### src/rtl/generador_aleatorio_rango.sv
// Bounded random draws from a free-running Galois LFSR, handed out through a
// req/valid handshake with rejection sampling and a deterministic fallback.
module generador_aleatorio_rango #(
    parameter int               WIDTH     = 8,
    parameter int               OUT_W     = 3,
    parameter logic [WIDTH-1:0] TAPS      = 8'hB8,
    parameter int               MAX_TRIES = 16
) (
    input  logic             clk,
    input  logic             rst,
    input  logic [WIDTH-1:0] seed,
    input  logic             load_seed,
    input  logic             req,
    input  logic [OUT_W-1:0] limite,
    input  logic             no_repeat,
    output logic [OUT_W-1:0] rnd,
    output logic             valid,
    output logic             busy,
    output logic             fallback
);

    localparam int TRY_W = (MAX_TRIES > 1) ? $clog2(MAX_TRIES) : 1;

    typedef enum logic {
        IDLE,
        DRAW
    } state_t;

    state_t           state_q, state_d;
    logic [WIDTH-1:0] lfsr_q, lfsr_d;
    logic [TRY_W-1:0] tries_q, tries_d;
    logic [OUT_W-1:0] lim_q, lim_d;
    logic             nr_q, nr_d;
    logic [OUT_W-1:0] rnd_q, rnd_d;
    logic             valid_q, valid_d;
    logic             fallback_q, fallback_d;
    logic [OUT_W-1:0] last_q, last_d;
    logic             have_last_q, have_last_d;

    logic [OUT_W-1:0] cand;
    logic             accept;
    logic [OUT_W:0]   fb_wide;
    logic [OUT_W-1:0] fb_val;

    // Candidate is the pre-edge LFSR value; the fallback walks upward from
    // the last handed-out value so it never repeats it unless forced to 0.
    assign cand    = lfsr_q[OUT_W-1:0];
    assign accept  = ((lim_q == '0) || (cand < lim_q)) &&
                     !(nr_q && have_last_q && (cand == last_q));
    assign fb_wide = have_last_q ? ({1'b0, last_q} + (OUT_W+1)'(1)) : '0;
    assign fb_val  = (fb_wide[OUT_W] || ((lim_q != '0) && (fb_wide >= {1'b0, lim_q})))
                     ? '0 : fb_wide[OUT_W-1:0];

    always_comb begin
        // NOTE: every target gets a default first so no path can infer a latch.
        state_d     = state_q;
        tries_d     = tries_q;
        lim_d       = lim_q;
        nr_d        = nr_q;
        rnd_d       = rnd_q;
        valid_d     = 1'b0;
        fallback_d  = fallback_q;
        last_d      = last_q;
        have_last_d = have_last_q;

        if (load_seed) begin
            lfsr_d = (seed == '0) ? WIDTH'(1) : seed;
        end else if (lfsr_q[0]) begin
            lfsr_d = (lfsr_q >> 1) ^ TAPS;
        end else begin
            lfsr_d = lfsr_q >> 1;
        end

        unique case (state_q)
            IDLE: begin
                if (req) begin
                    lim_d   = limite;
                    nr_d    = no_repeat;
                    tries_d = '0;
                    state_d = DRAW;
                end
            end
            DRAW: begin
                if (accept) begin
                    rnd_d       = cand;
                    last_d      = cand;
                    have_last_d = 1'b1;
                    valid_d     = 1'b1;
                    fallback_d  = 1'b0;
                    state_d     = IDLE;
                end else if (tries_q == TRY_W'(MAX_TRIES - 1)) begin
                    rnd_d       = fb_val;
                    last_d      = fb_val;
                    have_last_d = 1'b1;
                    valid_d     = 1'b1;
                    fallback_d  = 1'b1;
                    state_d     = IDLE;
                end else begin
                    tries_d = tries_q + TRY_W'(1);
                end
            end
            default: state_d = IDLE;
        endcase
    end

    // NOTE: sequential state uses non-blocking assignments so every register
    // samples pre-edge values regardless of statement order.
    always_ff @(posedge clk or negedge rst) begin
        if (!rst) begin
            state_q     <= IDLE;
            lfsr_q      <= WIDTH'(1);
            tries_q     <= '0;
            lim_q       <= '0;
            nr_q        <= 1'b0;
            rnd_q       <= '0;
            valid_q     <= 1'b0;
            fallback_q  <= 1'b0;
            last_q      <= '0;
            have_last_q <= 1'b0;
        end else begin
            state_q     <= state_d;
            lfsr_q      <= lfsr_d;
            tries_q     <= tries_d;
            lim_q       <= lim_d;
            nr_q        <= nr_d;
            rnd_q       <= rnd_d;
            valid_q     <= valid_d;
            fallback_q  <= fallback_d;
            last_q      <= last_d;
            have_last_q <= have_last_d;
        end
    end

    assign rnd      = rnd_q;
    assign valid    = valid_q;
    assign busy     = (state_q == DRAW);
    assign fallback = fallback_q;

endmodule

### config.mk
export PLATFORM = sky130hd
export DESIGN_NAME = generador_aleatorio_rango
export DESIGN_NICKNAME = d
export VERILOG_FILES = /design/src/rtl/generador_aleatorio_rango.sv
export SDC_FILE = /design/constraint.sdc
export NUM_CORES = 1
export LEC_CHECK = 0
export BUFFER_PORTS_ARGS = -buffer_cell sky130_fd_sc_hd__clkbuf_2
export CORE_MARGIN = 2
export CORE_UTILIZATION = 45
export DETAILED_ROUTE_END_ITERATION = 8
export GPL_TIMING_DRIVEN = 0
export HOLD_SLACK_MARGIN = 0.1
export PLACE_DENSITY = 0.64
export SLEW_MARGIN = 20
export SYNTH_ARGS = -nofsm -noshare
export SYNTH_HDL_FRONTEND = slang
export SYNTH_SLANG_ARGS = --single-unit
### constraint.sdc
create_clock -name clk -period 3.1 [get_ports clk]
set_clock_uncertainty 0.15 [all_clocks]
set_input_delay 0.93 -clock clk [delete_from_list [all_inputs] [get_ports clk]]
set_output_delay 0.93 -clock clk [all_outputs]
set_load 0.05 [all_outputs]
==> summary.md <==
| Metric | Value |
|---|---|
| Status | `completed` |
| Sw power | `roughly 650 uW` |
| CP max-delay cell | `dfrtp_1` |
| Max-cap check violation count | `0` |
| # rows | `19` |
| Final setup violation count | `0` |
| CP Launch Type | `register` |
| Drt via density | `approximately 5.3` |
| Layout cells sized above 1 | `30.3%` |
| Worst-Margin Slew | `between 0.5 and 0.6 ns` |
| Syn nets | `between 100 and 150` |
| Initial DRT Pass Iterations | `4` |
| CP max FO | `6` |
| Sequential-to-total area share from yosys stat | `between 40% and 50%` |
| PortBufs | `21` |
| Flop pwr share | `32.7%` |
| Crit Path Category | `register to register` |
| Hold-critical path depth | `1` |
| Syn Area/Cell | `roughly 11 um^2` |
| Unrepaired setup endpoints after global routing | `no` |
| Pint | `between 700 and 800 uW` |
| Final Cycle Share | `a little under 80%` |
| Die width | `between 50 and 60 um` |
| CORE AREA | `between 2000 and 3000 um^2` |
| Switching Fraction | `a little under half` |
| Starting Density | `46.8%` |
| Final Hold Viols | `0` |
| Worst EP arrival | `2.47 ns` |
| Max-slew violations | `0` |
| Post-detail-place hpwl | `between 1500 and 2000 um` |
| Global-route usage over all layers | `approximately 17%` |
| Commonest cells after routing, fill and taps aside | `dfrtp_1 (22), clkbuf_2 (21), mux2_2 (11)` |
| DR vias | `just over 900` |
| Die area | `3260 um^2` |
| Distinct cells, synth | `38` |
| Reg2reg start | `last_q[0]$_DFFE_PN0P_` |
| Area Overhead vs Synth | `13.5%` |
| Clock transition at path regs | `about 0.13 ns` |
| Static leakage | `between 0.0006 and 0.0007 uW` |
| Design Power | `about 1400 uW` |
| Required @ worst endpoint | `roughly 3.2 ns` |
| Largest net degree at the start of global routing | `24` |
| DP Area | `1410 um^2` |
| Layout Nets | `between 150 and 200` |
| N_diodes | `0` |
| Crit. Startpoint | `last_q[0]$_DFFE_PN0P_` |
| Die Y | `57.1 um` |
| IO Pins | `22` |
| Power Dens Cells | `about 1000 nW/um^2` |
| Delay-heaviest family, CP | `multiplexers` |
| RePlAce Congestion | `roughly 0.83` |
| Mapped cell area | `about 1300 um^2` |
| Syn. warnings | `0` |
| Number of DRC markers in iteration 0 | `11` |
| Clock power share | `under 10%` |
| Post-synthesis cell count | `117` |
| H-Tree Depth | `1` |
| Critical Path Max Stage Delay | `0.47 ns` |
| Min-Delay Path Class | `register to register` |
| CTS tree | `yes` |
| Logic pwr share | `between 50% and 60%` |
| Max frequency | `between 0.4 and 0.5 GHz` |
| Commonest non-fill, non-tap cell in the layout | `dfrtp_1` |
| Max VDD drop | `0.588 mV` |
| Total global routing overflow | `0` |
| FF+latch count, synth | `23` |
| Hold Buf Count CTS | `0` |
| Fin crit period | `2.40 ns` |
| Root Buffer | `clkbuf_4` |
| Crit. End Element | `register` |
| DRC Markers | `0` |
| WL/cell | `between 10 and 15 um` |
| Crit-path cells | `ha_1 -> xor2_1 -> and2_1 -> ha_1 -> nor2_1 -> nor2_1 -> a21oi_1 -> mux2_1 -> mux2_2` |
| DRT antenna net count | `0` |
| Reg2Reg Depth | `9` |
| CTS Buf Count | `3` |
| Post-CTS resize count | `0` |
| Longest Clk Path Bufs | `2` |
| Slew margin rel. | `between 60% and 70%` |
| Setup Fix Bufs, Post-CTS | `0` |
| Routed wire length | `approximately 2300 um` |
| Levels on crit path | `9` |
| Hold Path Origin | `lfsr_q[3]$_DFF_PN0_` |
| Critical path buffers and inverters | `0` |
| Clock Latency Late Sink | `roughly 0.32 ns` |
| Final setup TNS | `0 ns` |
| Final Instance Area | `between 1000 and 1500 um^2` |
| Initial antenna violation count | `0` |
| First-pass GRT wire length | `~4100 um` |
| Vias in the first global route | `slightly below 900` |
| Clock sinks | `23` |
Yosys cell counts:
| cell | n | area (um^2) |
|---|---|---|
| a211o_1 | 2 | 17.5 |
| a21o_1 | 1 | 7.51 |
| a21oi_1 | 5 | 25.0 |
| a21oi_2 | 1 | 8.76 |
| a2bb2oi_1 | 1 | 8.76 |
| a311o_1 | 1 | 10.0 |
| and2_1 | 2 | 12.5 |
| and3_1 | 1 | 6.26 |
| buf_1 | 1 | 3.75 |
| buf_6 | 2 | 22.5 |
| clkbuf_1 | 2 | 7.51 |
| dfrtp_1 | 22 | 551 |
| dfstp_2 | 1 | 26.3 |
| ha_1 | 7 | 87.6 |
| inv_1 | 2 | 7.51 |
| mux2_1 | 1 | 11.3 |
| mux2_2 | 11 | 124 |
| nand2_1 | 10 | 37.5 |
| nand2b_1 | 4 | 25.0 |
| nand3_1 | 3 | 15.0 |
| nor2_1 | 7 | 26.3 |
| nor2b_1 | 3 | 18.8 |
| nor3_1 | 2 | 10.0 |
| nor3b_1 | 2 | 15.0 |
| nor4_1 | 1 | 6.26 |
| nor4_2 | 1 | 12.5 |
| o211a_1 | 1 | 10.0 |
| o21a_1 | 1 | 7.51 |
| o21ai_0 | 5 | 25.0 |
| o221a_2 | 1 | 11.3 |
| o221ai_1 | 1 | 8.76 |
| o22a_1 | 1 | 8.76 |
| o31a_1 | 1 | 8.76 |
| or2_2 | 1 | 6.26 |
| or4_1 | 1 | 7.51 |
| or4b_1 | 1 | 10.0 |
| xnor2_1 | 3 | 26.3 |
| xor2_1 | 4 | 35.0 |
final cells by class:
cell class	instances	area [um^2]
tap	31	38.8
clock buffer	3	22.5
multi-input combinational	87	651
buffer	5	33.8
clock inverter	1	5.00
sequential	23	577
inverter	2	7.51
timing repair buffer	21	105
fill	253	1270
path summary, 6_finish.rpt:
path	to	slack (ns)
min in group asynchronous	lfsr_q[5]$_DFF_PN0_	0.43
setup reg to reg	last_q[1]$_DFFE_PN0P_	0.70
hold / removal	lfsr_q[2]$_DFF_PN0_	0.35
hold reg to reg	lfsr_q[2]$_DFF_PN0_	0.35
max in group asynchronous	lfsr_q[0]$_DFF_PN1_	1.99
setup / recovery	last_q[1]$_DFFE_PN0P_	0.70
power by group through the flow:
stage	registers, uW	clock network [uW]	logic, uW
floorplan	589	0	537
global placement	473	0	808
detailed placement	478	0	835
CTS	471	148	838
global route	484	163	921
finish	472	140	832
kinds of logic after synthesis:
family / Yosys count / synth area share (%)
adders and majority gates: 7 / 6.90
and+or+nand+nor: 39 / 16.5
buffers and inverters: 7 / 3.25
DFF: 23 / 45.5
AOI/OAI and AO/OA: 22 / 12.4
muxes: 12 / 10.7
xor gates and xnor gates: 7 / 4.83
through the flow:
stage / setup slack [ns] / cells / util [%] / hold slack, ns
final: 0.702 / 173 / 53.1 / 0.346
after global routing: 0.595 / 173 / 53.1 / 0.365
after CTS: 0.710 / 173 / 53.1 / 0.355
after detailed placement: 0.719 / 169 / 52.1 / 0.324
after global placement: 0.767 / 169 / 52.1 / 0.310
after floorplan: 0.576 / 117 / - / 0.306
registers in the layout, summed over array words and instances (netlist names):
signal,count
lfsr_q,8
tries_q,4
last_q,3
lim_q,3
busy,1
fallback,1
have_last_q,1
nr_q,1
valid,1
layer usage:
metal / vias to the layer above / routed length [um] / track usage (%)
met3: 7 / 68 / 2.72
met4: 0 / 60 / 7.97
li1: 466 / - / -
met2: 17 / 1080 / 25.3
met5: - / 0 / 0
met1: 432 / 1130 / 23.0
No activity file was read; power rests on OpenSTA's default activity.
